<file path="config.mk">
export PLATFORM = sky130hd
export DESIGN_NAME = n2p_fifo_sync
export DESIGN_NICKNAME = d
export VERILOG_FILES = /design/src/rtl/n2p_pkg.sv /design/src/rtl/n2p_fifo_mem.sv /design/src/rtl/n2p_fifo_sync.sv
export SDC_FILE = /design/constraint.sdc
export NUM_CORES = 1
export LEC_CHECK = 0
export ABC_CLOCK_PERIOD_IN_PS = 3070
export BUFFER_PORTS_ARGS = -buffer_cell sky130_fd_sc_hd__buf_2
export CAP_MARGIN = 5
export CORE_MARGIN = 4
export CORE_UTILIZATION = 30
export CTS_BUF_LIST = sky130_fd_sc_hd__clkbuf_4 sky130_fd_sc_hd__clkbuf_8
export CTS_CLUSTER_DIAMETER = 30
export DETAILED_ROUTE_END_ITERATION = 10
export PLACE_DENSITY = 0.45
export SLEW_MARGIN = 20
export SYNTH_ARGS = -nofsm -noshare
export SYNTH_HDL_FRONTEND = slang
export SYNTH_SLANG_ARGS = --single-unit
</file>
<file path="constraint.sdc">
create_clock -name clk -period 3.07 [get_ports clk]
set_input_delay 0.307 -clock clk [delete_from_list [all_inputs] [get_ports clk]]
set_output_delay 0.307 -clock clk [all_outputs]
set_load 0.05 [all_outputs]
</file>
<file path="src/rtl/n2p_pkg.sv">
// Shared definitions for the NOC-to-perm command path: word layout, default
// FIFO geometry and the per-cycle FIFO operation encoding.
package n2p_pkg;

  localparam int N2P_WIDTH = 17;
  localparam int N2P_DEPTH = 16;

  typedef struct packed {
    logic       ctl;
    logic [7:0] data;
    logic [7:0] dest;
  } n2p_word_t;

  // Accepted-operation encoding: bit 1 = write accepted, bit 0 = read accepted.
  typedef enum logic [1:0] {
    OP_IDLE  = 2'b00,
    OP_READ  = 2'b01,
    OP_WRITE = 2'b10,
    OP_BOTH  = 2'b11
  } n2p_op_e;

  function automatic n2p_op_e n2p_op(input logic wr_acc, input logic rd_acc);
    return n2p_op_e'({wr_acc, rd_acc});
  endfunction

endpackage

</file>
<file path="src/rtl/n2p_fifo_mem.sv">
// 1W/1R register array for the n2p FIFO; the read port is registered and
// resets to zero, the array itself is never cleared.
module n2p_fifo_mem #(
  parameter int WIDTH = 17,
  parameter int DEPTH = 16,
  localparam int AW = $clog2(DEPTH)
) (
  input  logic             clk,
  input  logic             rst,
  input  logic             we,
  input  logic [AW-1:0]    waddr,
  input  logic [WIDTH-1:0] wdata,
  input  logic             re,
  input  logic [AW-1:0]    raddr,
  output logic [WIDTH-1:0] rdata
);

  logic [WIDTH-1:0] mem [DEPTH];

  always_ff @(posedge clk) begin
    if (we) begin
      mem[waddr] <= wdata;
    end
  end

  // Same-address write and read (full FIFO, simultaneous access) returns the
  // old word, which is the oldest entry being drained.
  always_ff @(posedge clk) begin
    if (rst) begin
      rdata <= '0;
    end else if (re) begin
      rdata <= mem[raddr];
    end
  end

endmodule

</file>
<file path="src/rtl/n2p_fifo_sync.sv">
// Single-clock FIFO buffering NOC-to-perm command words, with occupancy count
// and sticky overflow/underflow indicators.
module n2p_fifo_sync
  import n2p_pkg::*;
#(
  parameter int WIDTH = N2P_WIDTH,
  parameter int DEPTH = N2P_DEPTH,
  localparam int AW = $clog2(DEPTH)
) (
  input  logic             clk,
  input  logic             rst,
  input  logic [WIDTH-1:0] data_in,
  input  logic             wr_en,
  input  logic             rd_en,
  output logic [WIDTH-1:0] data_out,
  output logic             empty,
  output logic             full,
  output logic [AW:0]      count,
  output logic             overflow,
  output logic             underflow
);

  localparam int CW = AW + 1;

  logic [AW-1:0] wr_ptr;
  logic [AW-1:0] rd_ptr;
  logic          rd_acc;
  logic          wr_acc;
  n2p_op_e       op;

  assign empty = (count == '0);
  assign full  = (count == CW'(DEPTH));

  // A read on a full FIFO frees the slot the write needs in the same cycle.
  always_comb begin
    rd_acc = rd_en && !empty;
    wr_acc = wr_en && (!full || rd_acc);
    op     = n2p_op(wr_acc, rd_acc);
  end

  always_ff @(posedge clk) begin
    if (rst) begin
      wr_ptr    <= '0;
      rd_ptr    <= '0;
      count     <= '0;
      overflow  <= 1'b0;
      underflow <= 1'b0;
    end else begin
      unique case (op)
        OP_WRITE: begin
          wr_ptr <= wr_ptr + AW'(1);
          count  <= count + CW'(1);
        end
        OP_READ: begin
          rd_ptr <= rd_ptr + AW'(1);
          count  <= count - CW'(1);
        end
        OP_BOTH: begin
          wr_ptr <= wr_ptr + AW'(1);
          rd_ptr <= rd_ptr + AW'(1);
        end
        OP_IDLE: ;
      endcase
      if (wr_en && !wr_acc) begin
        overflow <= 1'b1;
      end
      if (rd_en && !rd_acc) begin
        underflow <= 1'b1;
      end
    end
  end

  n2p_fifo_mem #(
    .WIDTH(WIDTH),
    .DEPTH(DEPTH)
  ) u_mem (
    .clk  (clk),
    .rst  (rst),
    .we   (wr_acc && !rst),
    .waddr(wr_ptr),
    .wdata(data_in),
    .re   (rd_acc && !rst),
    .raddr(rd_ptr),
    .rdata(data_out)
  );

endmodule

</file>
==> flow_summary.yaml <==
run_status:
  status: "finished, final reports clean"
floorplanning:
  die_h_um: 207
  dieArea_um2: 42900
  fp.coreArea_um2: 38900
  io_pins: 47
  fp.dieW_um: 207
  row_count: 72
  floorplan.initialDensity_pct: 30.5
logic_synthesis:
  synth-adder-area-share_pct: 1.01
  yosys.area.top_type_share_pct: 68.7
  synth_edf_count: 272
  synth-async-reset-ratio_pct: 0
  synth_compound_area_share_pct: 4.46
  syn-num-nets: 690
  yosys.area_share.simple_pct: 4.71
  synth_cell_types: 47
  synth-seq-cells: 304
  yosysSeqAreaShare_pct: 74.1
  yosys.area_share.xor_xnor_pct: 0.442
  syn_area_um2: 11900
  synth_largest_area_cell: "edfxtp_1"
  ys.flop_type: "edfxtp_1"
  muxShareOfSynthArea_pct: 13.1
  synth_area_leaders: "edfxtp_1 69%, mux4_2 6.4%, mux2i_1 6.0%, dfxtp_1 5.4%, o22ai_1 1.8%"
  syn_inst: 660
  avgSynthCellArea_um2: 18.0
  synth_top_family_by_area: "multiplexers"
  yosys_warnings: 0
sta:
  rsz0062_at_grt: "no"
  min_period_ns: 2.70
  maxSlewViolCount: 0
  fin_skew_ns: 0.0228
  max_freq_mhz: 370
  fin_setup_tns_ns: 0
  worst_pin_slew_ns: 0.836
  finalSetupViolCount: 0
  slew_headroom_pct: 44.1
  min_period_over_period_pct: 88.1
  hold_violations: 0
clocking:
  cts_resized: 0
  cts_made_buffers: 66
  cts_setup_buffers: 0
  clk_latency_ns: 0.57
  clk_path_buf_depth: 3
  cts_root_buffer: "clkbuf_8"
  cts_sinks: 304
  cts_hold_buf: 0
  clk_pin_slew_ns: 0.05
  htreeDepth: 3
  cts_tree: "yes"
setup_path:
  worstSetupPathType: "flip-flop to flip-flop"
  cp_cell_sequence: "inv_1 -> a21oi_2 -> nand2b_1 -> fa_1 -> nand2b_1 -> a21oi_1 -> mux2_2 -> a221oi_1"
  cp.buffers_inverters: 1
  cpMostUsedCell: "nand2b_1"
  crit_family: "compound AO/OA/AOI/OAI gates"
  cp-end-kind: "flip-flop"
  slowest_delay_ns: 0.52
  crit_arrival_ns: 3.18
  crit_slowest_cell: "dfxtp_1"
  worst_ep_required_time_ns: 3.55
  worstSetupStartpointType: "flip-flop"
  cp_max_fo: 7
layout:
  area_growth_pct: 19.4
  drive_above_1_share_pct: 30.2
  fin_nets: 796
  antenna_cells: 0
  ff_latch_area_um2: 8810
  instances_no_fill: 1335
  multi_input_area_um2: 2880
  fill_cells: 3673
placement:
  io_buffers: 46
  dp_cells: 1216
  gp_congestion: 0.783
  hpwl_um: 18100
grt:
  first_global_vias: 6752
  grt_pass1_wl_um: 42600
  grt_overflow_total: 0
  grt_use_total_pct: 13.2
  antenna_found_initial: 0
  grt_start_max_net_pins: 44
job:
  maxCapViolCount: 0
routing:
  wl_per_cell_um: 21.6
  drt_iter0_markers: 367
  wl_met1_um: 12900
  antenna_left: 0
  drt-total-wl_um: 28800
  drt_pass1_iterations: 5
  wl_met2_um: 14200
  dr.max_layer_used: "met4"
  wl_met3_um: 1370
  via_count: 6305
  vias_per_cell: 4.72
  post-route-drc-count: 0
power:
  peakVddDrop_uv: 232
  p_leak_nw: 4.54
  power_density_nw_per_um2: 811
  p_sw_w: 0.00346
  pwr-share-seq_pct: 42.2
  p_sw_share_pct: 30.0
  power.share.combinational_pct: 20.3
  p_int_w: 0.00806
  clockPowerShare_pct: 37.5
hold_path:
  min_path_type: "primary input to flip-flop"
-- cell usage after synthesis, drive strengths merged, types with 2 or more instances --
cell and number:
nor2 51, xnor2 2, nor4 17, buf 26, mux2i 72, o311ai 2, nand2b 5, o21ai 2
xor2 4, o22ai 34, clkbuf 13, mux2 4, edfxtp 272, ha 8, a22o 16, nor3 17
nand2 8, nand3b 2, or3b 2, nand3 3, a211o 2, a21oi 5, dfxtp 32, inv 8
a31oi 3, mux4 34, nor2b 3, or3 3
-- kinds of logic (layout without fill, tap and decap cells) --
group,Yosys count,count (layout)
flops,304,304
simple gates,114,114
mux,110,110
compound gates,70,70
buf+inv,47,204
fa+ha+maj,9,9
xor+xnor,6,6
-- per-stage QoR --
| step | area [um^2] | total power (W) | worst slack (ns) | hold slack (ns) | utilization (%) |
|---|---|---|---|---|---|
| after global placement | 12800 | 0.00726 | 0.498 | 0.457 | 33.0 |
| final | 14200 | 0.0115 | 0.365 | 0.145 | 36.5 |
| after detailed placement | 12800 | 0.00730 | 0.390 | 0.467 | 33.0 |
| after CTS | 14200 | 0.0117 | 0.371 | 0.105 | 36.4 |
| after global routing | 14200 | 0.0121 | 0.165 | 0.138 | 36.5 |
| after floorplan | 11900 | 0.00666 | 0.0559 | 0.406 | - |
-- power by group through the flow --
stage	clock [W]	sequential (W)	combinational, W
final	0.00432	0.00487	0.00233
after global routing	0.00465	0.00489	0.00251
after CTS	0.00446	0.00487	0.00236
after detailed placement	0	0.00495	0.00236
after global placement	0	0.00494	0.00232
after floorplan	0	0.00539	0.00127
-- placed cells by master (no fill, tap or decap), types with 3 or more instances in the layout --
cell type     n
a31oi_1       3
nand3_1       3
buf_4        29
mux2_4        3
nor4_1       17
nor2b_1       3
inv_1         8
bufinv_16     4
or3_1         3
xor2_1        4
mux2i_1      71
a21oi_1       4
nor2_2       14
nor2_1       34
clkinvlp_4    8
dfxtp_1      30
nor2_4        3
nor3_1       17
clkbuf_8     68
nand2b_1      5
clkbuf_4     14
buf_2        46
mux4_2       34
a22o_1       16
ha_1          8
clkinv_1     13
nand2_1       8
o22ai_1      34
clkinv_2     10
edfxtp_1    272
-- registers in the layout (all words and copies together), names as in the netlist --
| register | cells |
|---|---|
| rd_ptr | 4 |
| u_mem.rdata | 17 |
| overflow | 1 |
| underflow | 1 |
| count | 5 |
| wr_ptr | 4 |
| u_mem.mem | 272 |
-- worst min-delay path, stage by stage --
cell	delay, ns
buf_2	0.17
a21oi_1	0.15
nor2_1	0.04
-- routing by layer --
metal | vias up | GRT usage (%)
li1 | 2862 | -
met1 | 3262 | 17.1
met2 | 148 | 21.9
met3 | 33 | 3.34
met4 | 0 | 3.92
met5 | - | 0
-- path summary, 6_finish.rpt --
| check | start | to | slack [ns] | cells past startpoint |
|---|---|---|---|---|
| worst max register to register | count[4] | count[4] | 0.37 | 8 |
| worst min-delay path | rd_en | underflow | 0.14 | 3 |
| worst min register to register | overflow | overflow | 0.47 | 2 |
| worst max-delay path | count[4] | count[4] | 0.37 | 8 |
-- area by class of cell --
| type | instances | area share [%] |
|---|---|---|
| sequential | 304 | 62.1 |
| multi-input combinational | 309 | 20.3 |
| clock buffer | 82 | 7.33 |
| tap | 518 | 4.57 |
| timing repair buffer | 77 | 3.44 |
| clock inverter | 37 | 2.09 |
| inverter | 8 | 0.212 |
(Power assumes the default switching activity.)
